**src/rtl/sme_param_if.sv**
```systemverilog
// Bus bundle for sme_param: text/pattern ROM ports, mode input and match outputs.
interface sme_param_if #(
  parameter int TAW = 12,
  parameter int PAW = 7,
  parameter int PNW = 4
);
  logic           case_insensitive;
  logic [TAW-1:0] T_addr;
  logic [7:0]     T_data;
  logic [PAW-1:0] P_addr;
  logic [7:0]     P_data;
  logic           valid;
  logic [PNW-1:0] pattern_no;
  logic [TAW-1:0] match_addr;
  logic           finish;

  modport slave (
    input  case_insensitive, T_data, P_data,
    output T_addr, P_addr, valid, pattern_no, match_addr, finish
  );

  modport master (
    output case_insensitive, T_data, P_data,
    input  T_addr, P_addr, valid, pattern_no, match_addr, finish
  );
endinterface

```
**src/rtl/sme_param.sv**
```systemverilog
// Multi-pattern string match engine: loads each pattern from ROM, then slides it over the text.
// Optional macro SME_WILDCARD_EN makes pattern byte '.' match any non-zero text byte.
module sme_param #(
  parameter int TAW  = 12,
  parameter int PAW  = 7,
  parameter int PNW  = 4,
  parameter int PLEN = 16
) (
  input  logic        clk,
  input  logic        reset,
  sme_param_if.slave  bus
);

  localparam int LW = $clog2(PLEN + 2);

  localparam logic [1:0] S_IDLE = 2'd0;
  localparam logic [1:0] S_LOAD = 2'd1;
  localparam logic [1:0] S_SCAN = 2'd2;
  localparam logic [1:0] S_DONE = 2'd3;

  logic [1:0]     state_q, state_d;
  logic [TAW-1:0] t_addr_q, t_addr_d;
  logic [PAW-1:0] p_addr_q, p_addr_d;
  logic [PNW-1:0] pat_idx_q, pat_idx_d;
  logic [PNW-1:0] pno_q, pno_d;
  logic [TAW-1:0] maddr_q, maddr_d;
  logic           valid_q, valid_d;
  logic           finish_q, finish_d;
  logic           ci_q, ci_d;
  logic           first_q, first_d;
  logic [LW-1:0]  len_q, len_d;
  logic [LW-1:0]  fill_q, fill_nx;
  logic [7:0]     win_q  [PLEN];
  logic [7:0]     win_d  [PLEN];
  logic [7:0]     pbuf_q [PLEN];
  logic [7:0]     pbuf_d [PLEN];

  logic [PLEN-1:0] eq_vec;
  logic            shift_en, load_shift, scan_first, hit, text_end;
  logic [TAW-1:0]  cap_addr;

  function automatic logic byte_eq(input logic [7:0] p, input logic [7:0] t, input logic ci);
    logic [7:0] pf, tf;
    logic       eq;
    pf = p;
    tf = t;
    if (ci && p >= 8'h41 && p <= 8'h5A) pf = p | 8'h20;
    if (ci && t >= 8'h41 && t <= 8'h5A) tf = t | 8'h20;
    eq = (pf == tf);
`ifdef SME_WILDCARD_EN
    if (p == 8'h2E) eq = (t != 8'h00);
`endif
    byte_eq = eq;
  endfunction

  // Address of the text byte arriving now: T_addr advances every scan cycle.
  assign cap_addr   = t_addr_q - TAW'(1);
  assign scan_first = (state_q == S_SCAN) && first_q;
  assign shift_en   = (state_q == S_SCAN) && !first_q && (bus.T_data != 8'h00);
  assign text_end   = (state_q == S_SCAN) && !first_q &&
                      ((bus.T_data == 8'h00) || (cap_addr == {TAW{1'b1}}));
  assign load_shift = (state_q == S_LOAD) && !first_q && (bus.P_data != 8'h00);
  assign fill_nx    = scan_first ? '0 :
                      (shift_en && fill_q < len_q) ? fill_q + LW'(1) : fill_q;

  // Pattern buffer is loaded newest-first, so pbuf[j] lines up with win[j].
  generate
    for (genvar gi = 0; gi < PLEN; gi++) begin : g_pos
      localparam logic [LW-1:0] POS = LW'(gi);
      if (gi == 0) begin : g_head
        assign win_d[gi]  = scan_first ? 8'h00 : shift_en ? bus.T_data : win_q[gi];
        assign pbuf_d[gi] = load_shift ? bus.P_data : pbuf_q[gi];
      end else begin : g_tail
        assign win_d[gi]  = scan_first ? 8'h00 : shift_en ? win_q[gi-1] : win_q[gi];
        assign pbuf_d[gi] = load_shift ? pbuf_q[gi-1] : pbuf_q[gi];
      end
      assign eq_vec[gi] = (POS >= len_q) || byte_eq(pbuf_q[gi], win_d[gi], ci_q);
    end
  endgenerate

  assign hit = shift_en && (fill_nx == len_q) && (&eq_vec);

  always_comb begin
    logic advance;
    advance   = 1'b0;
    state_d   = state_q;
    t_addr_d  = t_addr_q;
    p_addr_d  = p_addr_q;
    pat_idx_d = pat_idx_q;
    pno_d     = pno_q;
    maddr_d   = maddr_q;
    valid_d   = 1'b0;
    finish_d  = (state_q == S_DONE);
    ci_d      = ci_q;
    first_d   = first_q;
    len_d     = len_q;

    case (state_q)
      S_IDLE: begin
        state_d   = S_LOAD;
        first_d   = 1'b1;
        p_addr_d  = '0;
        pat_idx_d = '0;
      end
      S_LOAD: begin
        if (first_q) begin
          first_d  = 1'b0;
          ci_d     = bus.case_insensitive;
          len_d    = '0;
          p_addr_d = p_addr_q + PAW'(1);
        end else if (bus.P_data == 8'h00) begin
          // P_addr already points one past the terminator: the next pattern start.
          if (len_q == '0) begin
            state_d = S_DONE;
          end else if (len_q > LW'(PLEN)) begin
            advance = 1'b1;
          end else begin
            state_d  = S_SCAN;
            first_d  = 1'b1;
            t_addr_d = '0;
          end
        end else begin
          p_addr_d = p_addr_q + PAW'(1);
          if (len_q <= LW'(PLEN)) len_d = len_q + LW'(1);
        end
      end
      S_SCAN: begin
        if (first_q) begin
          first_d  = 1'b0;
          t_addr_d = t_addr_q + TAW'(1);
        end else begin
          if (hit) begin
            valid_d = 1'b1;
            pno_d   = pat_idx_q;
            maddr_d = cap_addr - TAW'(len_q) + TAW'(1);
          end
          if (text_end) advance = 1'b1;
          else          t_addr_d = t_addr_q + TAW'(1);
        end
      end
      default: ;
    endcase

    if (advance) begin
      if (pat_idx_q == {PNW{1'b1}}) begin
        state_d = S_DONE;
      end else begin
        pat_idx_d = pat_idx_q + PNW'(1);
        state_d   = S_LOAD;
        first_d   = 1'b1;
      end
    end
  end

  always_ff @(posedge clk or negedge reset) begin
    if (!reset) begin
      state_q   <= S_IDLE;
      t_addr_q  <= '0;
      p_addr_q  <= '0;
      pat_idx_q <= '0;
      pno_q     <= '0;
      maddr_q   <= '0;
      valid_q   <= 1'b0;
      finish_q  <= 1'b0;
      ci_q      <= 1'b0;
      first_q   <= 1'b0;
      len_q     <= '0;
      fill_q    <= '0;
      for (int i = 0; i < PLEN; i++) begin
        win_q[i]  <= 8'h00;
        pbuf_q[i] <= 8'h00;
      end
    end else begin
      state_q   <= state_d;
      t_addr_q  <= t_addr_d;
      p_addr_q  <= p_addr_d;
      pat_idx_q <= pat_idx_d;
      pno_q     <= pno_d;
      maddr_q   <= maddr_d;
      valid_q   <= valid_d;
      finish_q  <= finish_d;
      ci_q      <= ci_d;
      first_q   <= first_d;
      len_q     <= len_d;
      fill_q    <= fill_nx;
      for (int i = 0; i < PLEN; i++) begin
        win_q[i]  <= win_d[i];
        pbuf_q[i] <= pbuf_d[i];
      end
    end
  end

  assign bus.T_addr     = t_addr_q;
  assign bus.P_addr     = p_addr_q;
  assign bus.valid      = valid_q;
  assign bus.pattern_no = pno_q;
  assign bus.match_addr = maddr_q;
  assign bus.finish     = finish_q;

endmodule

```
**src/flat_wrapper.sv**
```systemverilog
// flat-port wrapper written by rule: the top's interface ports become plain ports
module sme_param_flat 
#(
  parameter int TAW  = 12,
  parameter int PAW  = 7,
  parameter int PNW  = 4,
  parameter int PLEN = 16
)
  (clk, reset, bus_case_insensitive, bus_T_data, bus_P_data, bus_T_addr, bus_P_addr, bus_valid, bus_pattern_no, bus_match_addr, bus_finish);
  sme_param_if #(.TAW(TAW), .PAW(PAW), .PNW(PNW)) bus_i ();
  input  logic clk;
  input  logic reset;
  input wire logic [$bits(bus_i.case_insensitive)-1:0] bus_case_insensitive;
  input wire logic [$bits(bus_i.T_data)-1:0] bus_T_data;
  input wire logic [$bits(bus_i.P_data)-1:0] bus_P_data;
  output wire logic [$bits(bus_i.T_addr)-1:0] bus_T_addr;
  output wire logic [$bits(bus_i.P_addr)-1:0] bus_P_addr;
  output wire logic [$bits(bus_i.valid)-1:0] bus_valid;
  output wire logic [$bits(bus_i.pattern_no)-1:0] bus_pattern_no;
  output wire logic [$bits(bus_i.match_addr)-1:0] bus_match_addr;
  output wire logic [$bits(bus_i.finish)-1:0] bus_finish;
  assign bus_i.case_insensitive = bus_case_insensitive;
  assign bus_i.T_data = bus_T_data;
  assign bus_i.P_data = bus_P_data;
  assign bus_T_addr = bus_i.T_addr;
  assign bus_P_addr = bus_i.P_addr;
  assign bus_valid = bus_i.valid;
  assign bus_pattern_no = bus_i.pattern_no;
  assign bus_match_addr = bus_i.match_addr;
  assign bus_finish = bus_i.finish;
  sme_param #(.TAW(TAW), .PAW(PAW), .PNW(PNW), .PLEN(PLEN)) u_core (.clk(clk), .reset(reset), .bus(bus_i));
endmodule
```
**config.mk**
```make
export PLATFORM = sky130hd
export DESIGN_NAME = sme_param_flat
export DESIGN_NICKNAME = d
export VERILOG_FILES = /design/src/rtl/sme_param_if.sv /design/src/rtl/sme_param.sv /design/src/flat_wrapper.sv
export SDC_FILE = /design/constraint.sdc
export NUM_CORES = 1
export LEC_CHECK = 0
export CAP_MARGIN = 15
export CELL_PAD_IN_SITES_DETAIL_PLACEMENT = 0
export CELL_PAD_IN_SITES_GLOBAL_PLACEMENT = 2
export CORE_MARGIN = 1
export CORE_UTILIZATION = 25
export CTS_CLUSTER_DIAMETER = 120
export DETAILED_ROUTE_END_ITERATION = 10
export GPL_TIMING_DRIVEN = 0
export PLACE_DENSITY = 0.6
export SLEW_MARGIN = 20
export SYNTH_ARGS = -nofsm -noshare
export SYNTH_HDL_FRONTEND = slang
export SYNTH_SLANG_ARGS = --single-unit
```
**constraint.sdc**
```tcl
create_clock -name clk -period 5.9 [get_ports clk]
set_clock_uncertainty 0.1 [all_clocks]
set_input_delay 0.59 -clock clk [delete_from_list [all_inputs] [get_ports clk]]
set_output_delay 0.59 -clock clk [all_outputs]
set_load 0.005 [all_outputs]
```
==> impl_metrics.yaml <==
synth:
  synth.distinct_cells: 80
  avgSynthCellArea_um2: 10.0
  synth_top_family_by_area: "compound AO/OA/AOI/OAI gates"
  netlist_instances: 1705
  netlist_area_mm2: 0.0171
  synth-simple-area-share_pct: 14.2
  yosysTopAreaCellShare_pct: 45.6
  async_flop_share_pct: 100
  ys_ff_latch: 311
  syn_nets: 1759
  muxShareOfSynthArea_pct: 9.67
  synth-main-ff-cell: "dfrtp_1"
  synthAdderAreaFrac_pct: 2.61
  synth_edf_count: 0
  synth-compound-area-share_pct: 16.7
  synth_xor_xnor_area_share_pct: 6.67
  synthTopCellsByArea: "dfrtp_1, mux2_2, xnor2_1"
  ys_warn_count: 0
  yosysTopAreaCell: "dfrtp_1"
  yosysSeqAreaShare_pct: 45.6
detailed_routing:
  drt-total-wl_mm: 63.6
  drt_iter0_drc: 1133
  drc_errors: 0
  ant_nets: 0
  vias: 14000
  viasPerCell: 5.16
  drt_first_pass_iters: 5
  post_drt_wl_per_cell_um: 23.5
cts:
  htreeDepth: 2
  cts.path.max_buffers: 3
  cts_tree: "built"
  clock_latency_ns: 0.59
  clk_pin_slew_worst_paths_ns: 0.05
  numCtsBuffers: 41
  cts_num_sinks: 311
  cts-root-buf: "clkbuf_16"
floorplanning:
  die_x_um: 263
  die_area_mm2: 0.0693
  die_h_um: 263
  core_mm2: 0.0674
  rows: 95
  initial_utilization_pct: 25.3
  ioPinCount: 56
hold_path:
  hp-class: "reg2reg"
timing:
  max_freq_mhz: 175
  drv_slew: 0
  rsz0062_at_grt: "no"
  relSlewSlack_pct: 28.9
  tightest_slew_ns: 1.05
  hold_viol_final: 0
  tns_ns: 0
  timing.final.crit_share_pct: 96.9
  setup_viol: 0
  period_needed_ns: 5.72
critical_path:
  cpMaxStageDelayCell: "o21ai_4"
  worstPathRequired_ns: 6.26
  timing.critical_path.mode_cell: "buf_4"
  critPathLaunchType: "input pin"
  cp_slowest_stage_delay_ns: 0.62
  cp_cell_sequence: "clkdlybuf4s50_1 > or4_1 > buf_4 > buf_1 > o21ai_4 > buf_2 > nor2_1 > o311ai_1 > a31oi_1 > xnor2_1 > nand3_1 > a2111oi_0 > nand4_1 > nor4b_4 > buf_4 > mux2_2"
  arrival_ns: 6.08
  cp_max_fo: 10
  cp-end-kind: "register"
  crit_type: "in2reg"
placed_design:
  hpwl_mm: 46.2
  gp_congestion: 0.855
  port_buffers: 55
  dp_cells: 2637
global_routing:
  grt_pass1_vias: 14100
  grt_max_degree: 92
  grt-ovfl-total: 0
  antenna_found_initial: 1
  grt_pass1_wl_mm: 96.7
  track_usage_pct: 18.5
job:
  maxCapViolations: 0
status:
  status: "finished clean"
final_layout:
  drive_above_1_share_pct: 14.4
  final_cells: 2710
  syn_to_final_growth_pct: 19.2
  antenna_cells: 0
  finalNetCount: 1861
power:
  p_leak_nw: 8.87
  powerDensity_mw_per_mm2: 508
  ir_drop_mv: 0.205
## worst paths after layout
check                                                      start  slack [ns]                                    end  cells after the start
max in group asynchronous                                  reset        4.00          u_core.pbuf_q[61]$_DFFE_PN0P_                      4
min in group asynchronous                                  reset        0.43       u_core.bus.T_addr[8]$_DFFE_PN0P_                      2
min reg2reg                u_core.bus.match_addr[10]$_DFFE_PN0P_        0.39  u_core.bus.match_addr[10]$_DFFE_PN0P_                      1
min                        u_core.bus.match_addr[10]$_DFFE_PN0P_        0.39  u_core.bus.match_addr[10]$_DFFE_PN0P_                      1
max                                                bus_T_data[5]        0.18   u_core.bus.pattern_no[2]$_DFFE_PN0P_                     16
max reg2reg                        u_core.state_q[0]$_DFFE_PN0P_        0.20   u_core.bus.pattern_no[2]$_DFFE_PN0P_                     17
## flip-flops by register name, indices dropped and copies added, names as in the netlist
register	flops
u_core.bus.P_addr	7
u_core.bus.T_addr	12
u_core.bus.finish	1
u_core.bus.match_addr	12
u_core.bus.pattern_no	4
u_core.bus.valid	1
u_core.ci_q	1
u_core.fill_q	5
u_core.first_q	1
u_core.len_q	5
u_core.pat_idx_q	4
u_core.pbuf_q	128
u_core.state_q	2
u_core.win_q	128
## logic make-up (layout without fill, tap and decap cells)
logic type               after synthesis  count (layout)
AO/OA/AOI/OAI                        399             399
AND/OR/NAND/NOR                      488             488
XOR/XNOR                             130             130
adder cells (fa/ha/maj)               35              35
flip-flops                           311             311
multiplexers                         148             148
buffers and inverters                194             326
## cells in the final DEF, fill, tap and decap left out, drive strengths merged, types with 46 or more instances in the layout
master         netlist  layout
clkdlybuf4s50        0      54
inv                104     105
xor2                49      49
a21oi               63      63
clkbuf              59     126
mux2               134     134
xnor2               81      81
nand3               46      46
nand2              153     153
nor2                84      84
o21ai               77      77
dfrtp              311     311
## cells in the mapped netlist (10+ instances only)
library cell	n
o311ai_0	13
and3_1	12
ha_1	34
nor2_1	84
a22o_1	44
a21oi_1	63
nor3_1	43
a21o_1	16
o31ai_1	10
or3_1	15
o211ai_1	14
o2111ai_1	11
o21ai_0	72
buf_1	14
nand3_1	46
buf_2	11
inv_1	104
or4_1	11
nand4_1	36
mux2i_1	14
xor2_1	49
a31oi_1	19
xnor2_1	81
a22oi_1	41
clkbuf_1	59
nor4_1	29
a211oi_1	12
mux2_2	126
nor2b_1	17
nand2_1	153
dfrtp_1	311
## layer usage
| layer | GRT usage (%) | share of wire, % |
|---|---|---|
| met1 | 26.3 | 48 |
| met2 | 28.3 | 44 |
| met3 | 3.22 | 5.1 |
| met4 | 5.97 | 2.8 |
| met5 | 0 | 0 |
## what timing repair did
action	in CTS	in global routing
setup endpoints to repair	17	17
gates resized for setup	25	28
hold endpoints to repair	60	0
hold buffers	1	0
pin swaps	2	1
buffers inserted	1	0
## layout make-up
type                    count  area, um2
flip-flops and latches    311       7780
clock buffers              63       1210
well taps                 873       1090
inverters                 105        394
fillers                  6942      47100
multi-input cells        1200       8560
clock inverters            10        201
plain buffers              87        417
repair buffers             61        671
## through the flow
stage                     utilization, %  power [mW]  setup slack, ns  instance area [um2]  hold WS (ns)
after global routing                30.2        11.0          0.00173                20300         0.418
after floorplan                        -        6.27             1.19                17100         0.194
after CTS                           30.1        10.5           0.0365                20300         0.391
after detailed placement            27.9        7.75            -2.12                18800         0.379
after global placement              27.7        7.70           -10.64                18700         0.370
final                               30.2        10.3            0.181                20300         0.388
## critical path, delay by kind of cell
kind                      cells  cell delay, ns
buffers and inverters         5            1.79
AOI/OAI and AO/OA             4            1.59
and+or+nand+nor               5            1.57
muxes                         1            0.34
xor gates and xnor gates      1            0.18
## where the power goes
group          internal [mW]  total (mW)  switching (mW)
logic                   1.81        3.89            2.08
registers               2.84        3.81           0.972
clock network           1.59        2.63            1.04
total                   6.25        10.3            4.09
No activity file was read; power rests on OpenSTA's default activity.
